[config.mk]
export PLATFORM = sky130hd
export DESIGN_NAME = mem_port_arbiter_flat
export DESIGN_NICKNAME = d
export VERILOG_FILES = /design/src/rtl/mem_port_arbiter_if.sv /design/src/rtl/mem_port_arbiter.sv /design/src/flat_wrapper.sv
export SDC_FILE = /design/constraint.sdc
export NUM_CORES = 1
export LEC_CHECK = 0
export CORE_ASPECT_RATIO = 0.7
export CORE_MARGIN = 2
export CORE_UTILIZATION = 30
export CTS_CLUSTER_SIZE = 40
export DETAILED_ROUTE_END_ITERATION = 8
export GPL_TIMING_DRIVEN = 0
export PLACE_DENSITY_LB_ADDON = 0.05
export SYNTH_ARGS = -nofsm -noshare
export SYNTH_HDL_FRONTEND = slang
export SYNTH_SLANG_ARGS = --single-unit
[constraint.sdc]
create_clock -name clk -period 2.8 [get_ports clk]
set_input_delay 0.7 -clock clk [delete_from_list [all_inputs] [get_ports clk]]
set_output_delay 0.7 -clock clk [all_outputs]
set_load 0.01 [all_outputs]
[src/rtl/mem_port_arbiter_if.sv]
// Bundles the fetch, data and memory-side signals of mem_port_arbiter.
// When ARB_TIMEOUT_EN is defined, the i_err/d_err flags are also present.
interface mem_port_arbiter_if #(
  parameter int ADDR_W = 32,
  parameter int DATA_W = 32
);
  logic              i_req;
  logic [ADDR_W-1:0] i_addr;
  logic              i_gnt;
  logic              i_rvalid;
  logic [DATA_W-1:0] i_rdata;

  logic              d_req;
  logic              d_rd_wr;
  logic [1:0]        d_size;
  logic [ADDR_W-1:0] d_addr;
  logic [DATA_W-1:0] d_wdata;
  logic              d_gnt;
  logic              d_rvalid;
  logic [DATA_W-1:0] d_rdata;

  logic [ADDR_W-1:0] m_addr;
  logic [DATA_W-1:0] m_data_in;
  logic [1:0]        m_access_size;
  logic              m_rd_wr;
  logic              m_enable;
  logic [DATA_W-1:0] m_data_out;
  logic              m_busy;
`ifdef ARB_TIMEOUT_EN
  logic              i_err;
  logic              d_err;
`endif

  modport master (
`ifdef ARB_TIMEOUT_EN
    output i_err, d_err,
`endif
    input  i_req, i_addr,
    output i_gnt, i_rvalid, i_rdata,
    input  d_req, d_rd_wr, d_size, d_addr, d_wdata,
    output d_gnt, d_rvalid, d_rdata,
    output m_addr, m_data_in, m_access_size, m_rd_wr, m_enable,
    input  m_data_out, m_busy
  );

  modport slave (
`ifdef ARB_TIMEOUT_EN
    input  i_err, d_err,
`endif
    output i_req, i_addr,
    input  i_gnt, i_rvalid, i_rdata,
    output d_req, d_rd_wr, d_size, d_addr, d_wdata,
    input  d_gnt, d_rvalid, d_rdata,
    input  m_addr, m_data_in, m_access_size, m_rd_wr, m_enable,
    output m_data_out, m_busy
  );
endinterface

[src/rtl/mem_port_arbiter.sv]
// Round-robin arbiter sharing one memory port between the fetch and data paths.
// Define ARB_TIMEOUT_EN to abort WAIT after TIMEOUT busy cycles (err + 32'hDEADBEEF).
//
// state    | meaning
// IDLE     | grants offered, request fields latched on acceptance
// ISSUE    | first memory cycle, m_busy ignored
// WAIT     | memory outputs held until m_busy drops (or timeout)
// RESP     | owner's rvalid pulse, memory released
module mem_port_arbiter #(
  parameter int ADDR_W  = 32,
  parameter int DATA_W  = 32,
  parameter int TIMEOUT = 16
) (
  input logic               clk,
  input logic               reset,
  mem_port_arbiter_if.master bus
);

  localparam logic [1:0] SZ_WORD = 2'b10;

  typedef enum logic [1:0] {
    ST_IDLE,
    ST_ISSUE,
    ST_WAIT,
    ST_RESP
  } state_t;

  if (TIMEOUT < 1) begin : g_bad_timeout
    $error("mem_port_arbiter: TIMEOUT must be at least 1");
  end

  state_t            state;
  logic              last_d;
  logic              owner_d;
  logic              i_gnt_c;
  logic              d_gnt_c;
  logic [ADDR_W-1:0] m_addr_q;
  logic [DATA_W-1:0] m_data_in_q;
  logic [1:0]        m_size_q;
  logic              m_rd_wr_q;
  logic              m_enable_q;
  logic              i_rvalid_q;
  logic              d_rvalid_q;
  logic [DATA_W-1:0] i_rdata_q;
  logic [DATA_W-1:0] d_rdata_q;

`ifdef ARB_TIMEOUT_EN
  localparam int TMR_W = (TIMEOUT > 1) ? $clog2(TIMEOUT) : 1;
  logic [TMR_W-1:0] wait_tmr;
  logic             i_err_q;
  logic             d_err_q;

  assign bus.i_err = i_err_q;
  assign bus.d_err = d_err_q;
`endif

  // On a tie the requester that did not win last time is served.
  always_comb begin
    i_gnt_c = 1'b0;
    d_gnt_c = 1'b0;
    if (state == ST_IDLE) begin
      if (bus.d_req && (!bus.i_req || !last_d))
        d_gnt_c = 1'b1;
      else if (bus.i_req)
        i_gnt_c = 1'b1;
    end
  end

  always_ff @(posedge clk or negedge reset) begin
    if (!reset) begin
      state       <= ST_IDLE;
      last_d      <= 1'b0;
      owner_d     <= 1'b0;
      m_addr_q    <= '0;
      m_data_in_q <= '0;
      m_size_q    <= '0;
      m_rd_wr_q   <= 1'b1;
      m_enable_q  <= 1'b0;
      i_rvalid_q  <= 1'b0;
      d_rvalid_q  <= 1'b0;
      i_rdata_q   <= '0;
      d_rdata_q   <= '0;
`ifdef ARB_TIMEOUT_EN
      wait_tmr    <= '0;
      i_err_q     <= 1'b0;
      d_err_q     <= 1'b0;
`endif
    end else begin
      i_rvalid_q <= 1'b0;
      d_rvalid_q <= 1'b0;
`ifdef ARB_TIMEOUT_EN
      i_err_q    <= 1'b0;
      d_err_q    <= 1'b0;
`endif
      case (state)
        ST_IDLE: begin
          if (d_gnt_c) begin
            owner_d     <= 1'b1;
            last_d      <= 1'b1;
            m_addr_q    <= bus.d_addr;
            m_data_in_q <= bus.d_wdata;
            m_size_q    <= bus.d_size;
            m_rd_wr_q   <= bus.d_rd_wr;
            m_enable_q  <= 1'b1;
            state       <= ST_ISSUE;
          end else if (i_gnt_c) begin
            owner_d    <= 1'b0;
            last_d     <= 1'b0;
            m_addr_q   <= bus.i_addr;
            m_size_q   <= SZ_WORD;
            m_rd_wr_q  <= 1'b1;
            m_enable_q <= 1'b1;
            state      <= ST_ISSUE;
          end
        end
        ST_ISSUE: begin
`ifdef ARB_TIMEOUT_EN
          wait_tmr <= TMR_W'(TIMEOUT - 1);
`endif
          state <= ST_WAIT;
        end
        ST_WAIT: begin
          if (!bus.m_busy) begin
            if (!owner_d)
              i_rdata_q <= bus.m_data_out;
            else if (m_rd_wr_q)
              d_rdata_q <= bus.m_data_out;
            i_rvalid_q <= !owner_d;
            d_rvalid_q <= owner_d;
            m_enable_q <= 1'b0;
            m_rd_wr_q  <= 1'b1;
            state      <= ST_RESP;
          end
`ifdef ARB_TIMEOUT_EN
          else if (wait_tmr == '0) begin
            if (!owner_d)
              i_rdata_q <= DATA_W'(32'hDEADBEEF);
            else
              d_rdata_q <= DATA_W'(32'hDEADBEEF);
            i_rvalid_q <= !owner_d;
            d_rvalid_q <= owner_d;
            i_err_q    <= !owner_d;
            d_err_q    <= owner_d;
            m_enable_q <= 1'b0;
            m_rd_wr_q  <= 1'b1;
            state      <= ST_RESP;
          end else begin
            wait_tmr <= wait_tmr - TMR_W'(1);
          end
`endif
        end
        ST_RESP: state <= ST_IDLE;
        default: state <= ST_IDLE;
      endcase
    end
  end

  assign bus.i_gnt         = i_gnt_c;
  assign bus.d_gnt         = d_gnt_c;
  assign bus.i_rvalid      = i_rvalid_q;
  assign bus.d_rvalid      = d_rvalid_q;
  assign bus.i_rdata       = i_rdata_q;
  assign bus.d_rdata       = d_rdata_q;
  assign bus.m_addr        = m_addr_q;
  assign bus.m_data_in     = m_data_in_q;
  assign bus.m_access_size = m_size_q;
  assign bus.m_rd_wr       = m_rd_wr_q;
  assign bus.m_enable      = m_enable_q;

endmodule

[src/flat_wrapper.sv]
// flat-port wrapper written by rule: the top's interface ports become plain ports
module mem_port_arbiter_flat 
#(
  parameter int ADDR_W  = 32,
  parameter int DATA_W  = 32,
  parameter int TIMEOUT = 16
)
  (clk, reset, bus_i_req, bus_i_addr, bus_i_gnt, bus_i_rvalid, bus_i_rdata, bus_d_req, bus_d_rd_wr, bus_d_size, bus_d_addr, bus_d_wdata, bus_d_gnt, bus_d_rvalid, bus_d_rdata, bus_m_addr, bus_m_data_in, bus_m_access_size, bus_m_rd_wr, bus_m_enable, bus_m_data_out, bus_m_busy);
  mem_port_arbiter_if #(.ADDR_W(ADDR_W), .DATA_W(DATA_W)) bus_i ();
  input logic clk;
  input logic reset;
  input wire logic [$bits(bus_i.i_req)-1:0] bus_i_req;
  input wire logic [$bits(bus_i.i_addr)-1:0] bus_i_addr;
  output wire logic [$bits(bus_i.i_gnt)-1:0] bus_i_gnt;
  output wire logic [$bits(bus_i.i_rvalid)-1:0] bus_i_rvalid;
  output wire logic [$bits(bus_i.i_rdata)-1:0] bus_i_rdata;
  input wire logic [$bits(bus_i.d_req)-1:0] bus_d_req;
  input wire logic [$bits(bus_i.d_rd_wr)-1:0] bus_d_rd_wr;
  input wire logic [$bits(bus_i.d_size)-1:0] bus_d_size;
  input wire logic [$bits(bus_i.d_addr)-1:0] bus_d_addr;
  input wire logic [$bits(bus_i.d_wdata)-1:0] bus_d_wdata;
  output wire logic [$bits(bus_i.d_gnt)-1:0] bus_d_gnt;
  output wire logic [$bits(bus_i.d_rvalid)-1:0] bus_d_rvalid;
  output wire logic [$bits(bus_i.d_rdata)-1:0] bus_d_rdata;
  output wire logic [$bits(bus_i.m_addr)-1:0] bus_m_addr;
  output wire logic [$bits(bus_i.m_data_in)-1:0] bus_m_data_in;
  output wire logic [$bits(bus_i.m_access_size)-1:0] bus_m_access_size;
  output wire logic [$bits(bus_i.m_rd_wr)-1:0] bus_m_rd_wr;
  output wire logic [$bits(bus_i.m_enable)-1:0] bus_m_enable;
  input wire logic [$bits(bus_i.m_data_out)-1:0] bus_m_data_out;
  input wire logic [$bits(bus_i.m_busy)-1:0] bus_m_busy;
  assign bus_i.i_req = bus_i_req;
  assign bus_i.i_addr = bus_i_addr;
  assign bus_i_gnt = bus_i.i_gnt;
  assign bus_i_rvalid = bus_i.i_rvalid;
  assign bus_i_rdata = bus_i.i_rdata;
  assign bus_i.d_req = bus_d_req;
  assign bus_i.d_rd_wr = bus_d_rd_wr;
  assign bus_i.d_size = bus_d_size;
  assign bus_i.d_addr = bus_d_addr;
  assign bus_i.d_wdata = bus_d_wdata;
  assign bus_d_gnt = bus_i.d_gnt;
  assign bus_d_rvalid = bus_i.d_rvalid;
  assign bus_d_rdata = bus_i.d_rdata;
  assign bus_m_addr = bus_i.m_addr;
  assign bus_m_data_in = bus_i.m_data_in;
  assign bus_m_access_size = bus_i.m_access_size;
  assign bus_m_rd_wr = bus_i.m_rd_wr;
  assign bus_m_enable = bus_i.m_enable;
  assign bus_i.m_data_out = bus_m_data_out;
  assign bus_i.m_busy = bus_m_busy;
  mem_port_arbiter #(.ADDR_W(ADDR_W), .DATA_W(DATA_W), .TIMEOUT(TIMEOUT)) u_core (.clk(clk), .reset(reset), .bus(bus_i));
endmodule
; After elaboration in Yosys (flattened, before gate mapping)
; Cells that the tools add are included.
; W data, S select, Z words.
[word_totals]
word_cells = 57
in_bits = 136
ff_bits = 137
out_inout_bits = 136
[op_classes]
n_reduce_logical = 13
muxes = 26
n_bitwise = 2
eq_ne = 5
[op_table]
columns = op, count
row1 = $mux W32, 2
row2 = $mux W1, 16
row3 = $mux W2, 5
row4 = $pmux W2 S4, 1
row5 = $reduce_and A2 Y1, 3
row6 = $reduce_and A3 Y1, 2
row7 = $eq A2 B2 Y1 const B, 2
row8 = $pmux W1 S2, 2
row9 = $reduce_and A4 Y1, 1
row10 = $reduce_bool A2 Y1, 2
row11 = $ne A3 B3 Y1 const B, 1
row12 = $eq A2 B1 Y1 const B, 1
row13 = $logic_not A1 Y1, 2
row14 = $logic_not A2 Y1, 1
row15 = $ne A2 B2 Y1 const B, 1
row16 = $not A1 Y1, 2
row17 = $logic_and A1 B1 Y1, 1
row18 = $logic_or A1 B1 Y1, 1

; Logic depth before layout (Yosys ltp)
[depth]
depth_word = 8
depth_mapped = 7
ltp_nobuf = 6

; Worst setup path before layout
; OpenSTA, ideal clock, no wires.
[synth_path]
kind = input port to output port
start = in bus_i_req
end = out bus_i_gnt
cell_stages = 4
slack_ns = 0.634
required_ns = 2.100
n_path_buf = 2
arrival_time_ns = 1.466
cell_sequence = buf_2 a21bo_2 clkbuf_1 and3_1
[synth_via]
elab_chain_len = 5
elab_cells_between_ends = 6
classes_between = mux: 3 / reduce/logical: 3
[synth_rtl]
columns = item, line_no
row1 = "start, declared", flat_wrapper.sv:12  ; input wire logic [$bits(bus_i.i_req)-1:0] bus_i_req;
row2 = $logic_not A1 Y1, mem_port_arbiter.sv:62  ; if (bus.d_req && (!bus.i_req || !last_d))
row3 = $logic_or A1 B1 Y1, mem_port_arbiter.sv:62
row4 = $logic_and A1 B1 Y1, mem_port_arbiter.sv:62
row5 = $mux W1 *, mem_port_arbiter.sv:62
row6 = $mux W1 *, mem_port_arbiter.sv:61  ; if (state == ST_IDLE) begin
row7 = "end, declared", flat_wrapper.sv:14  ; output wire logic [$bits(bus_i.i_gnt)-1:0] bus_i_gnt;
; Every way passes the cells marked *; elsewhere a longest branch is shown, timed or not.

; Final worst setup path
[layout_path]
start = reg u_core.state[0]
end = out bus_i_gnt
[layout_via]
elab_chain_len = 2
[layout_rtl]
columns = item, line_no
row1 = "start, declared", mem_port_arbiter.sv:32  ; state_t state;
row2 = "start signal, assigned", mem_port_arbiter.sv:71  ; state <= ST_IDLE;
row3 = "start signal, assigned", mem_port_arbiter.sv:105  ; state <= ST_ISSUE;
row4 = "start signal, assigned", mem_port_arbiter.sv:113  ; state <= ST_ISSUE;
row5 = $logic_not A2 Y1, mem_port_arbiter.sv:61
row6 = $mux W1, mem_port_arbiter.sv:61
; Every way passes these cells.

==> run summary <==
The flow ran to the end, and the final reports show no timing, DRC or antenna violations. The HPWL after detailed placement is 12000 um. The number of buffers and inverters on the critical path is 3. Counting flops and latches in the post-synthesis netlist gives 137.

The run gives 844 as the post-layout net count. The highest net fanout along the worst path was 19; the routed wire length was 16300 um. Sequential elements use 60.4% of the synthesized area. The tools report the remaining antenna violation count after routing as 0. The setup path with the least slack is of type register to primary output. The clock net in this run drives a total of 137 sinks.

For the number of CTS-inserted buffers, the log shows 17. The DRC violations left was 0. The first-pass detailed-route iteration total was 6; the synthesized area divided by synthesized cell count was 13.6 sq um. For the final setup slack of the worst path, the log shows 101 ps. The area taken by flip-flops and latches was 3430 sq um; the number of max-cap violations was 0. At the later pin of the worst-skew pair, clock insertion delay measures 420 ps. Port buffering added 270 buffers.

The run gives 0 as the final-report max-slew violation count. Worst-path cell with the longest stage delay: sky130_fd_sc_hd__clkdlybuf4s50_1. TritonCTS built the clock tree.

The minimum clock period after layout is 2700 ps. The post-route netlist has 19.4% of its cells at a drive strength greater than 1. The min-delay analysis places its worst path in the category input pin to async pin.

Timing would allow up to 0.371 GHz. Multiplexer cells account for 21.2% of the synthesized area. Detailed routing inserted a total of 4342 vias. Of the total synthesized cell area, the portion taken by XOR and XNOR cells is 0%. Of the total synthesized cell area, the portion taken by AND, OR, NAND and NOR gates is 3.51%. For the pin with the worst max-slew slack, the measured transition is 682 ps. In the finished design, the share of the clock period the worst path needs comes to 96.4%. Headroom to the max-slew limit came out at 54.2%.

After filler insertion, the fill cell instance count of the layout stands at 1653. Most used routing layer in global routing: met2. The logs give 30.3% for the effective utilization at floorplan and 93 for the maximum number of pins on one net before global-route repair. STA puts the critical path data required time at 2100 ps. For the final hold violation count, the log shows 0. Setup violations remaining at the end of the flow were counted as 0. The kind of start point of the critical path is a register. The logs give 11.0 ps for the maximum clock skew at final layout and 0 for the initial antenna violation count.

The top cell types in the final layout, fill and taps aside, are sky130_fd_sc_hd__clkdlybuf4s50_1 (267), sky130_fd_sc_hd__dfrtp_1 (136), sky130_fd_sc_hd__o21ai_0 (64). Global routing consumed, on the met2 layer, 25.5% of the routing resources. Dividing the detail-routed via count by the number of cells gives 4.52.

In this run the vertical extent of the chip is 119 um. The reg-to-reg setup timing slack came out at 860 ps. Global routing consumed, on the met3 layer, 7.64% of the routing resources.

Summing every instance area after synthesis gives 5680 sq um. The synthesized netlist devotes 10.4% of its cell area to compound gates. In the global route stage, met1 resource usage came out at 21.0%. The number of global-route vias before repair was 4701. The most common cell after layout, fill and taps aside is sky130_fd_sc_hd__clkdlybuf4s50_1. The core area is 18700 sq um, and the share of the core filled with cells is 49.9%. Summing internal, switching and leakage power gives 0.0105 W. For the cell row count, the log shows 42. The floorplan step set the die width to 168 um.

The footprint of the multi-input gates was 2040 sq um; the number of cells produced by synthesis was 416. In this run the static leakage power is 3.98 nW. The die outline area is 20100 sq um, and the overall global routing resource usage is 16.6%.

Dividing the detail-routed wire length by the instance count gives 17.0 um. In this run the count of I/O pins placed on the die edge is 272. The highest cell delay on the worst timing path is 540 ps. STA classifies the critical path endpoint as a primary output. The first-pass GRT wire length was 25900 um. Dividing total power by cell area gives a power density of 1130 nW/um^2.

For the violation count after the first detailed-route iteration, the log shows 156. Walking the worst path, the cells encountered are inv_1 -> ha_1 -> buf_6 -> and3_1 -> clkdlybuf4s50_1. The post-synthesis adder-cell area fraction was 0.661%. CTS placed an instance of sky130_fd_sc_hd__clkbuf_16 at the clock tree root.

For the number of H-tree levels, the log shows 4. The worst setup slack after placement came out at -533 ps. The final estimated routing congestion in global placement came out at 0.798. Counting along the longest clock path gives a buffer depth of 2. After synthesis, the netlist uses 31 different library cells. The total congestion overflow was 0; the area growth from synthesis to final layout was 64.6%. Clock transition at the register clock pins on the worst setup and hold paths after CTS: 60 ps. During synthesis, Yosys emitted a total of 0 warnings.

The logs give 0 for the number of diodes and 555 for the net count after synthesis. Setup repair after global routing left no endpoint under its margin. The worst-case IR drop observed on VDD is 381 uV. In this design, the largest share of critical-path delay is due to buffers and inverters. After synthesis, the largest family of logic cells by area is multiplexers.

At the worst endpoint, the arrival time is 2000 ps.
==> worst paths after layout <==
path                                        from                    end  depth (start not counted)
max                              u_core.state[0]              bus_i_gnt                          5
min in group clk           u_core.bus.m_addr[13]  u_core.bus.m_addr[13]                          2
min reg2reg                u_core.bus.m_addr[13]  u_core.bus.m_addr[13]                          2
min                                        reset  u_core.bus.m_addr[19]                          1
max reg2reg                      u_core.state[0]  u_core.bus.m_addr[12]                          7
max in group asynchronous                  reset     u_core.bus.m_rd_wr                          2
==> where the power goes <==
part / switching [W] / leakage, nW / internal [W]
clock network: 0.000896 / 0.295 / 0.00144
logic: 0.00186 / 2.02 / 0.00284
registers: 0.000526 / 1.66 / 0.00296
total: 0.00328 / 3.98 / 0.00724
==> cells in the mapped netlist <==
master                     instances  area (sq um)
sky130_fd_sc_hd__mux2_4           30           450
sky130_fd_sc_hd__ha_1              3          37.5
sky130_fd_sc_hd__and3b_4           1          12.5
sky130_fd_sc_hd__a21boi_4          1          18.8
sky130_fd_sc_hd__and3_1            1          6.26
sky130_fd_sc_hd__buf_2             4          20.0
sky130_fd_sc_hd__nand2_4           2          22.5
sky130_fd_sc_hd__o22ai_1           1          6.26
sky130_fd_sc_hd__nor3b_1           1          7.51
sky130_fd_sc_hd__o22a_1            1          8.76
sky130_fd_sc_hd__buf_6             6          67.6
sky130_fd_sc_hd__dfstp_2           1          26.3
sky130_fd_sc_hd__dfrtp_1         136          3400
sky130_fd_sc_hd__buf_12            3          60.1
sky130_fd_sc_hd__a21bo_2           1          10.0
sky130_fd_sc_hd__o32a_1            2          20.0
sky130_fd_sc_hd__mux2_1           13           146
sky130_fd_sc_hd__nor2_1            1          3.75
sky130_fd_sc_hd__nor3b_4           1          18.8
sky130_fd_sc_hd__a22o_1            1          8.76
sky130_fd_sc_hd__o21ai_1           1          5.00
sky130_fd_sc_hd__o21ai_0          64           320
sky130_fd_sc_hd__inv_1             3          11.3
sky130_fd_sc_hd__o21a_1            1          7.51
sky130_fd_sc_hd__nand2_1          34           128
sky130_fd_sc_hd__inv_2             1          3.75
sky130_fd_sc_hd__a21oi_1          33           165
sky130_fd_sc_hd__a211oi_1          1          7.51
sky130_fd_sc_hd__mux2_2           54           608
sky130_fd_sc_hd__o21a_4            1          15.0
sky130_fd_sc_hd__clkbuf_1         13          48.8
==> through the flow <==
stage	cell area, sq um	hold WS (ps)	TNS, ps	cells
finish	9340	209	0	960
global route	9340	234	0	960
CTS	9330	214	0	960
global placement	8680	465	-637660	928
floorplan	5680	404	0	416
detailed placement	8710	470	-979	929
==> cell type report <==
cell class	instances	share of cell area, %
Buffer	24	2.09
Clock buffer	20	4.78
Clock inverter	12	1.80
Inverter	4	0.214
Multi-Input combinational cell	249	21.9
Sequential cell	137	36.7
Tap cell	242	3.24
Timing Repair Buffer	272	29.3
==> kinds of logic after synthesis <==
kind of cell / after synthesis
flip-flops: 137
AO/OA/AOI/OAI: 108
multiplexers: 97
AND/OR/NAND/NOR: 41
buffers and inverters: 30
adder cells (fa/ha/maj): 3
==> sequential cells by signal (all words and copies together) (netlist names) <==
signal,flops
u_core.bus.d_rdata,32
u_core.bus.i_rdata,32
u_core.bus.m_addr,32
u_core.bus.m_data_in,32
u_core.bus.m_access_size,2
u_core.state,2
u_core.bus.d_rvalid,1
u_core.bus.i_rvalid,1
u_core.bus.m_enable,1
u_core.bus.m_rd_wr,1
u_core.last_d,1
==> routing by layer <==
| layer | vias to the layer above | part of all wire (%) |
|---|---|---|
| met1 | 2109 | 44 |
| li1 | 2053 | - |
| met5 | - | 0 |
| met4 | 0 | 1.2 |
| met3 | 15 | 9.3 |
| met2 | 165 | 45 |
==> what timing repair did <==
item / 4_1_cts / 5_1_grt
cloned: 0 / 0
hold buffers: 0 / 0
resized for setup: 5 / 2
endpoints found under the setup margin: 2 / 1
setup buffers: 1 / 0
Note: power is estimated with default switching activity, not from simulation.
